==> config.mk <==
export PLATFORM = sky130hd
export DESIGN_NAME = pwm_config_sequencer_flat
export DESIGN_NICKNAME = d
export VERILOG_FILES = /design/src/rtl/pwm_config_sequencer_if.sv /design/src/rtl/pwm_config_sequencer.sv /design/src/flat_wrapper.sv
export SDC_FILE = /design/constraint.sdc
export NUM_CORES = 1
export LEC_CHECK = 0
export CAP_MARGIN = 40
export CORE_UTILIZATION = 50
export DETAILED_ROUTE_END_ITERATION = 8
export HOLD_SLACK_MARGIN = 0.05
export MAX_ROUTING_LAYER = met4
export PLACE_DENSITY_LB_ADDON = 0.1
export SLEW_MARGIN = 10
export SYNTH_ARGS = -nofsm -noshare
export SYNTH_HDL_FRONTEND = slang
export SYNTH_SLANG_ARGS = --single-unit
==> constraint.sdc <==
create_clock -name clk_i -period 2.11 [get_ports clk_i]
set_input_delay 0.422 -clock clk_i [delete_from_list [all_inputs] [get_ports clk_i]]
set_output_delay 0.422 -clock clk_i [all_outputs]
set_load 0.01 [all_outputs]
==> src/rtl/pwm_config_sequencer_if.sv <==
// rtl/pwm_config_sequencer_if.sv - command and AXI4-Lite write-channel bundle for the PWM config sequencer
//
// Purpose: groups the command request, completion pulses and the AXI4-Lite
// write channels (AW/W/B) used by pwm_config_sequencer.
// Signal suffixes are relative to the sequencer: _i = into it, _o = out of it.
// Ports (interface members):
//   cmd_valid_i/cmd_ready_o         command handshake
//   cmd_ch_i, cmd_mode_i            target channel, final MODE
//   cmd_period_i/th1_i/th2_i/step_i channel configuration values
//   done_o, err_o                   one-cycle completion pulses
//   m_axi_aw*/m_axi_w*/m_axi_b*     AXI4-Lite write address/data/response
// Modports: master = sequencer side, slave = PWM peripheral / bench side.
interface pwm_config_sequencer_if;
  logic        cmd_valid_i;
  logic        cmd_ready_o;
  logic        cmd_ch_i;
  logic [1:0]  cmd_mode_i;
  logic [31:0] cmd_period_i;
  logic [31:0] cmd_th1_i;
  logic [31:0] cmd_th2_i;
  logic [11:0] cmd_step_i;
  logic        done_o;
  logic        err_o;
  logic [31:0] m_axi_awaddr_o;
  logic        m_axi_awvalid_o;
  logic        m_axi_awready_i;
  logic [31:0] m_axi_wdata_o;
  logic [3:0]  m_axi_wstrb_o;
  logic        m_axi_wvalid_o;
  logic        m_axi_wready_i;
  logic        m_axi_bvalid_i;
  logic        m_axi_bready_o;
  logic        m_axi_bresp_i;

  modport master (
    input  cmd_valid_i, cmd_ch_i, cmd_mode_i, cmd_period_i, cmd_th1_i, cmd_th2_i, cmd_step_i,
    input  m_axi_awready_i, m_axi_wready_i, m_axi_bvalid_i, m_axi_bresp_i,
    output cmd_ready_o, done_o, err_o,
    output m_axi_awaddr_o, m_axi_awvalid_o, m_axi_wdata_o, m_axi_wstrb_o, m_axi_wvalid_o,
    output m_axi_bready_o
  );

  modport slave (
    output cmd_valid_i, cmd_ch_i, cmd_mode_i, cmd_period_i, cmd_th1_i, cmd_th2_i, cmd_step_i,
    output m_axi_awready_i, m_axi_wready_i, m_axi_bvalid_i, m_axi_bresp_i,
    input  cmd_ready_o, done_o, err_o,
    input  m_axi_awaddr_o, m_axi_awvalid_o, m_axi_wdata_o, m_axi_wstrb_o, m_axi_wvalid_o,
    input  m_axi_bready_o
  );
endinterface

==> src/rtl/pwm_config_sequencer.sv <==
// rtl/pwm_config_sequencer.sv - AXI4-Lite write master programming one PWM channel per command
//
// Purpose: turns one command into six AXI4-Lite writes: MODE=0, PERIOD, THRESHOLD1,
// THRESHOLD2, STEP, then MODE=commanded, so the channel never runs half-configured.
// Ports:
//   clk_i  clock, rising edge
//   rst_i  synchronous active-high reset
//   bus    pwm_config_sequencer_if.master (command, done/err pulses, AXI4-Lite AW/W/B)
module pwm_config_sequencer #(
  parameter logic [31:0] BASE_ADDR = 32'h2000_0000,
  parameter logic [31:0] CH_STRIDE = 32'h0000_0100,
  parameter logic [15:0] TIMEOUT   = 16'd255
) (
  input  logic                          clk_i,
  input  logic                          rst_i,
  pwm_config_sequencer_if.master        bus
);

  typedef enum logic [1:0] {IDLE, WR, RESP} state_e;

  // Abort fires on the edge at which the per-write counter would reach TIMEOUT.
  localparam logic [15:0] TO_LAST = TIMEOUT - 16'd1;

  state_e      state_q, state_d;
  logic [2:0]  k_q, k_d, k_nxt;
  logic [15:0] cnt_q, cnt_d;
  logic        ch_q, ch_d;
  logic [1:0]  mode_q, mode_d;
  logic [31:0] period_q, period_d, th1_q, th1_d, th2_q, th2_d;
  logic [11:0] step_q, step_d;
  logic [31:0] awaddr_q, awaddr_d, wdata_q, wdata_d;
  logic        awvalid_q, awvalid_d, wvalid_q, wvalid_d;
  logic        done_q, done_d, err_q, err_d;
  logic        aw_ok, w_ok;

  function automatic logic [31:0] addr_of(input logic ch, input logic [2:0] k);
    logic [31:0] off;
    case (k)
      3'd1:    off = 32'h04;
      3'd2:    off = 32'h08;
      3'd3:    off = 32'h0C;
      3'd4:    off = 32'h10;
      default: off = 32'h00;  // k0 and k5 both target MODE
    endcase
    return BASE_ADDR + (ch ? CH_STRIDE : 32'h0) + off;
  endfunction

  always_comb begin
    state_d   = state_q;
    k_d       = k_q;
    k_nxt     = k_q + 3'd1;
    cnt_d     = cnt_q;
    ch_d      = ch_q;
    mode_d    = mode_q;
    period_d  = period_q;
    th1_d     = th1_q;
    th2_d     = th2_q;
    step_d    = step_q;
    awaddr_d  = awaddr_q;
    wdata_d   = wdata_q;
    awvalid_d = awvalid_q;
    wvalid_d  = wvalid_q;
    done_d    = 1'b0;
    err_d     = 1'b0;
    aw_ok     = 1'b0;
    w_ok      = 1'b0;

    case (state_q)
      IDLE: begin
        // cmd_ready_o is high throughout IDLE, so valid alone means acceptance.
        if (bus.cmd_valid_i) begin
          ch_d      = bus.cmd_ch_i;
          mode_d    = bus.cmd_mode_i;
          period_d  = bus.cmd_period_i;
          th1_d     = bus.cmd_th1_i;
          th2_d     = bus.cmd_th2_i;
          step_d    = bus.cmd_step_i;
          k_d       = 3'd0;
          cnt_d     = 16'd0;
          awaddr_d  = addr_of(bus.cmd_ch_i, 3'd0);
          wdata_d   = 32'd0;
          awvalid_d = 1'b1;
          wvalid_d  = 1'b1;
          state_d   = WR;
        end
      end

      WR: begin
        cnt_d = cnt_q + 16'd1;
        // A channel is finished if it already handshook or handshakes this edge.
        aw_ok = !awvalid_q || bus.m_axi_awready_i;
        w_ok  = !wvalid_q  || bus.m_axi_wready_i;
        if (awvalid_q && bus.m_axi_awready_i) awvalid_d = 1'b0;
        if (wvalid_q  && bus.m_axi_wready_i)  wvalid_d  = 1'b0;
        if (cnt_q == TO_LAST) begin
          awvalid_d = 1'b0;
          wvalid_d  = 1'b0;
          err_d     = 1'b1;
          state_d   = IDLE;
        end else if (aw_ok && w_ok) begin
          state_d = RESP;
        end
      end

      RESP: begin
        cnt_d = cnt_q + 16'd1;
        // A response accepted on the last allowed edge still counts.
        if (bus.m_axi_bvalid_i) begin
          if (bus.m_axi_bresp_i) begin
            err_d   = 1'b1;
            state_d = IDLE;
          end else if (k_q == 3'd5) begin
            done_d  = 1'b1;
            state_d = IDLE;
          end else begin
            k_d       = k_nxt;
            cnt_d     = 16'd0;
            awaddr_d  = addr_of(ch_q, k_nxt);
            awvalid_d = 1'b1;
            wvalid_d  = 1'b1;
            state_d   = WR;
            case (k_nxt)
              3'd1:    wdata_d = period_q;
              3'd2:    wdata_d = th1_q;
              3'd3:    wdata_d = th2_q;
              3'd4:    wdata_d = {20'b0, step_q};
              default: wdata_d = {30'b0, mode_q};
            endcase
          end
        end else if (cnt_q == TO_LAST) begin
          err_d   = 1'b1;
          state_d = IDLE;
        end
      end

      default: state_d = IDLE;
    endcase
  end

  always_ff @(posedge clk_i) begin
    if (rst_i) begin
      state_q   <= IDLE;
      k_q       <= 3'd0;
      cnt_q     <= 16'd0;
      ch_q      <= 1'b0;
      mode_q    <= 2'd0;
      period_q  <= 32'd0;
      th1_q     <= 32'd0;
      th2_q     <= 32'd0;
      step_q    <= 12'd0;
      awaddr_q  <= 32'd0;
      wdata_q   <= 32'd0;
      awvalid_q <= 1'b0;
      wvalid_q  <= 1'b0;
      done_q    <= 1'b0;
      err_q     <= 1'b0;
    end else begin
      state_q   <= state_d;
      k_q       <= k_d;
      cnt_q     <= cnt_d;
      ch_q      <= ch_d;
      mode_q    <= mode_d;
      period_q  <= period_d;
      th1_q     <= th1_d;
      th2_q     <= th2_d;
      step_q    <= step_d;
      awaddr_q  <= awaddr_d;
      wdata_q   <= wdata_d;
      awvalid_q <= awvalid_d;
      wvalid_q  <= wvalid_d;
      done_q    <= done_d;
      err_q     <= err_d;
    end
  end

  assign bus.cmd_ready_o     = (state_q == IDLE);
  assign bus.done_o          = done_q;
  assign bus.err_o           = err_q;
  assign bus.m_axi_awaddr_o  = awaddr_q;
  assign bus.m_axi_awvalid_o = awvalid_q;
  assign bus.m_axi_wdata_o   = wdata_q;
  assign bus.m_axi_wstrb_o   = 4'hF;
  assign bus.m_axi_wvalid_o  = wvalid_q;
  assign bus.m_axi_bready_o  = (state_q == RESP);

endmodule

==> src/flat_wrapper.sv <==
// flat-port wrapper written by rule: the top's interface ports become plain ports
module pwm_config_sequencer_flat 
#(
  parameter logic [31:0] BASE_ADDR = 32'h2000_0000,
  parameter logic [31:0] CH_STRIDE = 32'h0000_0100,
  parameter logic [15:0] TIMEOUT   = 16'd255
)
  (clk_i, rst_i, bus_cmd_valid_i, bus_cmd_ch_i, bus_cmd_mode_i, bus_cmd_period_i, bus_cmd_th1_i, bus_cmd_th2_i, bus_cmd_step_i, bus_m_axi_awready_i, bus_m_axi_wready_i, bus_m_axi_bvalid_i, bus_m_axi_bresp_i, bus_cmd_ready_o, bus_done_o, bus_err_o, bus_m_axi_awaddr_o, bus_m_axi_awvalid_o, bus_m_axi_wdata_o, bus_m_axi_wstrb_o, bus_m_axi_wvalid_o, bus_m_axi_bready_o);
  pwm_config_sequencer_if bus_i ();
  input  logic clk_i;
  input  logic rst_i;
  input wire logic [$bits(bus_i.cmd_valid_i)-1:0] bus_cmd_valid_i;
  input wire logic [$bits(bus_i.cmd_ch_i)-1:0] bus_cmd_ch_i;
  input wire logic [$bits(bus_i.cmd_mode_i)-1:0] bus_cmd_mode_i;
  input wire logic [$bits(bus_i.cmd_period_i)-1:0] bus_cmd_period_i;
  input wire logic [$bits(bus_i.cmd_th1_i)-1:0] bus_cmd_th1_i;
  input wire logic [$bits(bus_i.cmd_th2_i)-1:0] bus_cmd_th2_i;
  input wire logic [$bits(bus_i.cmd_step_i)-1:0] bus_cmd_step_i;
  input wire logic [$bits(bus_i.m_axi_awready_i)-1:0] bus_m_axi_awready_i;
  input wire logic [$bits(bus_i.m_axi_wready_i)-1:0] bus_m_axi_wready_i;
  input wire logic [$bits(bus_i.m_axi_bvalid_i)-1:0] bus_m_axi_bvalid_i;
  input wire logic [$bits(bus_i.m_axi_bresp_i)-1:0] bus_m_axi_bresp_i;
  output wire logic [$bits(bus_i.cmd_ready_o)-1:0] bus_cmd_ready_o;
  output wire logic [$bits(bus_i.done_o)-1:0] bus_done_o;
  output wire logic [$bits(bus_i.err_o)-1:0] bus_err_o;
  output wire logic [$bits(bus_i.m_axi_awaddr_o)-1:0] bus_m_axi_awaddr_o;
  output wire logic [$bits(bus_i.m_axi_awvalid_o)-1:0] bus_m_axi_awvalid_o;
  output wire logic [$bits(bus_i.m_axi_wdata_o)-1:0] bus_m_axi_wdata_o;
  output wire logic [$bits(bus_i.m_axi_wstrb_o)-1:0] bus_m_axi_wstrb_o;
  output wire logic [$bits(bus_i.m_axi_wvalid_o)-1:0] bus_m_axi_wvalid_o;
  output wire logic [$bits(bus_i.m_axi_bready_o)-1:0] bus_m_axi_bready_o;
  assign bus_i.cmd_valid_i = bus_cmd_valid_i;
  assign bus_i.cmd_ch_i = bus_cmd_ch_i;
  assign bus_i.cmd_mode_i = bus_cmd_mode_i;
  assign bus_i.cmd_period_i = bus_cmd_period_i;
  assign bus_i.cmd_th1_i = bus_cmd_th1_i;
  assign bus_i.cmd_th2_i = bus_cmd_th2_i;
  assign bus_i.cmd_step_i = bus_cmd_step_i;
  assign bus_i.m_axi_awready_i = bus_m_axi_awready_i;
  assign bus_i.m_axi_wready_i = bus_m_axi_wready_i;
  assign bus_i.m_axi_bvalid_i = bus_m_axi_bvalid_i;
  assign bus_i.m_axi_bresp_i = bus_m_axi_bresp_i;
  assign bus_cmd_ready_o = bus_i.cmd_ready_o;
  assign bus_done_o = bus_i.done_o;
  assign bus_err_o = bus_i.err_o;
  assign bus_m_axi_awaddr_o = bus_i.m_axi_awaddr_o;
  assign bus_m_axi_awvalid_o = bus_i.m_axi_awvalid_o;
  assign bus_m_axi_wdata_o = bus_i.m_axi_wdata_o;
  assign bus_m_axi_wstrb_o = bus_i.m_axi_wstrb_o;
  assign bus_m_axi_wvalid_o = bus_i.m_axi_wvalid_o;
  assign bus_m_axi_bready_o = bus_i.m_axi_bready_o;
  pwm_config_sequencer #(.BASE_ADDR(BASE_ADDR), .CH_STRIDE(CH_STRIDE), .TIMEOUT(TIMEOUT)) u_core (.clk_i(clk_i), .rst_i(rst_i), .bus(bus_i));
endmodule
== Yosys cells after proc, flatten, opt, wreduce, memory -nomap -nowiden ==
Cells that the tools add are included.

* Flip-flop bits (word level): 200
* Bits of input ports: 118
* Output and inout bits: 74
* Logic and storage cells: 108

* $add $sub $neg: 6
* Equal/unequal tests: 16
* Muxes and demuxes: 52
* Bitwise logic cells: 2
* Reduce and logical (&&, ||, !) cells: 17

{| class="wikitable"
|+ Operator list
! operator !! count
|-
| $mux W32 || 13
|-
| $pmux W32 S2 || 2
|-
| $pmux W32 S4 || 1
|-
| $add A30 B32 Y32 const A || 2
|-
| $add A32 B32 Y32 || 2
|-
| $mux W16 || 4
|-
| $pmux W16 S3 || 1
|-
| $pmux W5 S4 || 1
|-
| $mux W9 || 2
|-
| $add A16 B1 Y16 const B || 1
|-
| $eq A16 B8 Y1 const B || 1
|-
| $mux W1 || 13
|-
| $mux W2 || 6
|-
| $mux W3 || 4
|-
| $reduce_and A6 Y1 || 2
|-
| $ne A3 B1 Y1 const B || 3
|-
| $ne A2 B2 Y1 const B || 4
|-
| $eq A3 B2 Y1 const B || 2
|-
| $eq A3 B3 Y1 const B || 2
|-
| $pmux W1 S3 || 2
|-
| $pmux W2 S3 || 1
|-
| $pmux W3 S2 || 1
|-
| $reduce_and A5 Y1 || 1
|-
| $reduce_and A2 Y1 || 2
|-
| other kinds (15) || 20
|}

== Longest topological paths before layout ==
Gate-level depths: netlist of the first run.

* Word-level depth: 12
* Gate-level depth with buffers: 9

== Worst setup path before layout of the first run ==
Ideal clock, no wire load.

* Path kind: reg-to-reg
* From: register u_core.k_q[0]
* To: register u_core.wdata_q[12] (netlist: u_core.bus.m_axi_wdata_o[12])
* Library setup time: 0.070 ns
* Arrival time: 1.768 ns
* Data required time: 2.040 ns
* Slack: 0.272 ns
* Cell stages (with the launch flop): 8
* Period minus slack after synthesis: 1.838 ns
* Cell sequence: dfxtp_1 -> ha_1 -> ha_1 -> buf_2 -> a21oi_2 -> clkbuf_1 -> nand3_1 -> a21oi_1

* Cells in the longest elaborated chain, start to end: 7
* Elaborated cells between the ends (all ways): 13

{| class="wikitable"
|+ RTL lines
! element !! line !! source
|-
| start, declared || pwm_config_sequencer.sv:25 || <nowiki>logic [2:0] k_q, k_d, k_nxt;</nowiki>
|-
| start signal, assigned || pwm_config_sequencer.sv:159 || <nowiki>k_q <= k_d;</nowiki>
|-
| $add A3 B1 Y3 || pwm_config_sequencer.sv:51 || <nowiki>k_nxt = k_q + 3'd1;</nowiki>
|-
| $eq A3 B3 Y1 (tied with other cells) || pwm_config_sequencer.sv:122 || <nowiki>case (k_nxt)</nowiki>
|-
| $pmux W32 S4 || pwm_config_sequencer.sv:122 ||
|-
| $mux W32 || pwm_config_sequencer.sv:112 || <nowiki>end else if (k_q == 3'd5) begin</nowiki>
|-
| $mux W32 || pwm_config_sequencer.sv:109 || <nowiki>if (bus.m_axi_bresp_i) begin</nowiki>
|-
| $mux W32 || pwm_config_sequencer.sv:108 || <nowiki>if (bus.m_axi_bvalid_i) begin</nowiki>
|-
| $pmux W32 S2 || pwm_config_sequencer.sv:68 || <nowiki>case (state_q)</nowiki>
|-
| end signal, assigned || pwm_config_sequencer.sv:168 || <nowiki>wdata_q <= wdata_d;</nowiki>
|-
| end, declared || pwm_config_sequencer.sv:31 || <nowiki>logic [31:0] awaddr_q, awaddr_d, wdata_q, wdata_d;</nowiki>
|}

Parallel ways exist; a longest one is shown, timed or not. The select of a mux whose other input is x is not followed.
A chain may end at the register's enable or synchronous reset.

== Worst setup path in the final report of the first run ==
* From: register u_core.state_q[0]
* To: output port bus_m_axi_bready_o

* Cells in the longest elaborated chain, start to end: 1

{| class="wikitable"
|+ RTL lines
! element !! line !! source
|-
| start, declared || pwm_config_sequencer.sv:24 || <nowiki>state_e state_q, state_d;</nowiki>
|-
| start signal, assigned || pwm_config_sequencer.sv:158 || <nowiki>state_q <= state_d;</nowiki>
|-
| $eq A2 B2 Y1 || pwm_config_sequencer.sv:184 || <nowiki>assign bus.m_axi_bready_o = (state_q == RESP);</nowiki>
|-
| end, declared || flat_wrapper.sv:31 || <nowiki>output wire logic [$bits(bus_i.m_axi_bready_o)-1:0] bus_m_axi_bready_o;</nowiki>
|}

Every way passes these cells.

==> flow_summary.json, run 1 <==
{
  "cts_setup_buffers": 0,
  "r2r.worst_path.cells": 7,
  "layout-drive-gt1-share": 0.0812,
  "fmax_ghz": 0.494,
  "initial_core_util": 0.511,
  "hpwl_mm": 15.2,
  "synth_ff_type": "dfxtp_1",
  "routed_wl_mm": 22.0,
  "final.setup.tns_ns": 0,
  "antenna_left": 0,
  "nNetsFinal": 1286,
  "hold_depth": 2,
  "cp.arrival_ns": 1.60,
  "cts_sinks": 173,
  "die_w_um": 126,
  "fin_cells": 1358,
  "fin_util": 0.675,
  "grt_use_met2": 0.436,
  "grt_max_degree": 74,
  "wire_per_inst_um": 16.2,
  "yosysTopAreaCell": "dfxtp_1",
  "syn_inst": 1020,
  "r2r_slack_ns": 0.13,
  "slew_viol_final": 0,
  "critPathKind": "reg -> out",
  "peakVddDrop_mv": 0.620,
  "gp_congestion": 0.875,
  "clk_path_buf_depth": 2,
  "cp-end-kind": "output pin",
  "r2r-end": "u_core.bus.m_axi_wdata_o[12]",
  "drt_pass1_iterations": 7,
  "dp.cells": 1326,
  "slowest_delay_ns": 0.54,
  "clock_skew_ns": 0.0104,
  "met3_usage": 0.0557,
  "fin_crit_ns": 2.02,
  "hold_class": "in -> reg",
  "vias_per_cell": 5.48,
  "htreeDepth": 4,
  "stdcell_area_sq_mm": 0.0102,
  "crit_required_ns": 1.69,
  "ys_top_cells_by_area": "dfxtp_1 45%, nand2_1 12%, a21oi_1 10%",
  "yosysTopAreaCellShare": 0.448,
  "worstPathCellList": "inv_2 -> ha_4 -> clkdlybuf4s50_1",
  "cap_violations": 0,
  "whs_ns": 0.425,
  "hold-path-endpoint": "u_core.th1_q[19]",
  "postSynth.asyncResetShare": 0,
  "grt_pass1_wl_mm": 34.8,
  "synth-edff-count": 0,
  "hold_buffers": 0,
  "port-buffer-count": 160,
  "antenna_found_initial": 0,
  "cts-root-buf": "clkbuf_16",
  "syn_to_final_growth_pct": 32.2,
  "timing.rr.start": "u_core.k_q[0]",
  "die_area_sq_mm": 0.0160,
  "antenna_cells": 0,
  "run_status": "complete, no violations",
  "overflow": 0,
  "power_leakage_nw": 3.73,
  "cpMaxStageDelayCell": "clkdlybuf4s50_1",
  "min_from": "rst_i",
  "hold_viol": 0,
  "grt_util_met1": 0.381,
  "cp-start-kind": "flop",
  "drc": 0,
  "placed_area_sq_mm": 0.00955,
  "die_h_um": 126,
  "rows": 45,
  "synth.avg_cell_area_sq_um": 7.58,
  "initialDrtViolationCount": 623,
  "grt_pass1_vias": 6717,
  "clkLatencyLatePin_ns": 0.43,
  "power_density_mw_per_mm2": 963,
  "grt.total_usage": 0.285,
  "cts_made_buffers": 17,
  "ys_seq_area_frac": 0.448,
  "ys_types": 55,
  "ioPinCount": 192,
  "vias": 7448,
  "setup_viol": 0,
  "synth_warnings": 0,
  "ys_seq_elements": 173,
  "synthesis.area_sq_mm": 0.00773,
  "cts_tree": "built",
  "coreArea_sq_mm": 0.0151,
  "top_usage_layer": "met2",
  "period_share": 0.960,
  "crit_fanout": 7,
  "rsz0062_at_grt": "false",
  "clkTransAtPathRegs_ns": 0.07
}
Yosys cell counts, types with 2 or more instances:
master    count
o21ai_0      54
o21ai_1       4
xnor2_1       5
a32oi_1       2
a211oi_1      3
nor3_1        9
a21oi_2       3
nor2b_1       5
buf_4        31
and2_1        2
a21oi_1     155
inv_1        19
ha_1         11
nor2_1       14
o32ai_1       5
clkbuf_1     54
a222oi_1     10
nand4_1      11
nor4_1        5
and4_1        4
a31oi_1       4
a22oi_1       3
nand2_1     248
dfxtp_1     173
or3_1         2
buf_2        22
nand3b_1      3
nand4b_1      3
buf_1         7
nand3_1     120
mux2i_1       4
conb_1        2
state kept, by name (all words and copies together) (netlist names):
signal                      cells
u_core.bus.m_axi_awaddr_o       5
u_core.mode_q                   2
u_core.state_q                  2
u_core.bus.m_axi_awvalid_o      1
u_core.th2_q                   32
u_core.step_q                  12
u_core.ch_q                     1
u_core.bus.m_axi_wdata_o       32
u_core.th1_q                   32
u_core.k_q                      3
u_core.period_q                32
u_core.bus.err_o                1
u_core.cnt_q                   16
u_core.bus.done_o               1
u_core.bus.m_axi_wvalid_o       1
cell families after synthesis:
kind of cell / Yosys count / share of synthesized area
AND/OR/NAND/NOR: 438 / 0.256
other: 2 / 0.000971
AO/OA/AOI/OAI: 251 / 0.180
adder cells (fa/ha/maj): 11 / 0.0178
XOR/XNOR: 6 / 0.00680
multiplexers: 4 / 0.00518
flip-flops: 173 / 0.448
buffers and inverters: 135 / 0.0853
metrics by stage:
stage                     power [W]  worst slack, ns
after global placement      0.00649            0.121
after CTS                   0.00984          -0.0285
final                       0.00984           0.0852
after floorplan             0.00547            0.272
after detailed placement    0.00651           0.0422
after global routing         0.0104           0.0363
critical path, delay by kind of cell (launching register included):
kind / cells / cell delay, ns
buffers and inverters: 2 / 0.66
adders and majority gates: 1 / 0.18
DFF: 1 / 0.35
what timing repair did:
| item | CTS | global route |
|---|---|---|
| gates resized for setup | 2 | 5 |
| cloned | 0 | 0 |
| setup endpoints to repair | 2 | 3 |
worst max-delay path by stage:
stage               slack, ns                      endpoint         startpoint  depth (start not counted)
finish                   0.09            bus_m_axi_bready_o  u_core.state_q[0]                          3
global route             0.04            bus_m_axi_bready_o  u_core.state_q[0]                          3
CTS                     -0.03               bus_cmd_ready_o  u_core.state_q[0]                          3
detailed placement       0.04   u_core.bus.m_axi_wdata_o[2]  bus_m_axi_bresp_i                          6
global placement         0.12   u_core.bus.m_axi_wdata_o[0]    bus_cmd_valid_i                          7
floorplan                0.27  u_core.bus.m_axi_wdata_o[12]      u_core.k_q[0]                          7
metal layers:
layer / wire length (um) / share of wire / vias up
met5: 0 / 0 / -
met4: 414 / 0.019 / 0
met3: 1240 / 0.057 / 25
met2: 10400 / 0.47 / 253
met1: 9940 / 0.45 / 3431
li1: - / - / 3739
layout make-up:
class	instances	area (sq um)
clock buffer	18	439
clock inverter	14	195
fill	1334	4930
inverter	19	71.3
multi-input combinational	741	3770
sequential	173	3460
tap	188	235
timing repair buffer	205	2040
power breakdown:
| group | leakage, nW | switching [W] | internal [W] |
|---|---|---|---|
| clock | 0.310 | 0.00139 | 0.00195 |
| combinational | 2.01 | 0.00146 | 0.00109 |
| sequential | 1.41 | 0.000267 | 0.00369 |
| total | 3.73 | 0.00312 | 0.00673 |
cell usage in the layout, fill, tap and decap left out, drive strengths merged, types with 10 or more instances in the layout:
cell,instances
a21oi,158
a222oi,10
buf,46
clkbuf,18
clkdlybuf4s50,158
conb,31
dfxtp,173
ha,11
inv,27
nand2,250
nand3,121
nand4,11
nor2,14
nor3,10
o21ai,58
No activity file was read; power rests on OpenSTA's default activity.
==> run 2, diff against run 1 <==
--- a/config.mk
+++ b/config.mk
@@ -8,10 +8,10 @@
 export CAP_MARGIN = 40
 export CORE_UTILIZATION = 50
 export DETAILED_ROUTE_END_ITERATION = 8
-export HOLD_SLACK_MARGIN = 0.05
 export MAX_ROUTING_LAYER = met4
 export PLACE_DENSITY_LB_ADDON = 0.1
 export SLEW_MARGIN = 10
 export SYNTH_ARGS = -nofsm -noshare
 export SYNTH_HDL_FRONTEND = slang
 export SYNTH_SLANG_ARGS = --single-unit
+export TNS_END_PERCENT = 30
==> results of run 2 <==
No change in the layout: final DEF, timing and power equal those of run 1.
==> run 3, diff against run 2 <==
--- a/config.mk
+++ b/config.mk
@@ -10,7 +10,6 @@
 export DETAILED_ROUTE_END_ITERATION = 8
 export MAX_ROUTING_LAYER = met4
 export PLACE_DENSITY_LB_ADDON = 0.1
-export SLEW_MARGIN = 10
 export SYNTH_ARGS = -nofsm -noshare
 export SYNTH_HDL_FRONTEND = slang
 export SYNTH_SLANG_ARGS = --single-unit
==> results of run 3 <==
No change in the layout: final DEF, timing and power equal those of run 1.
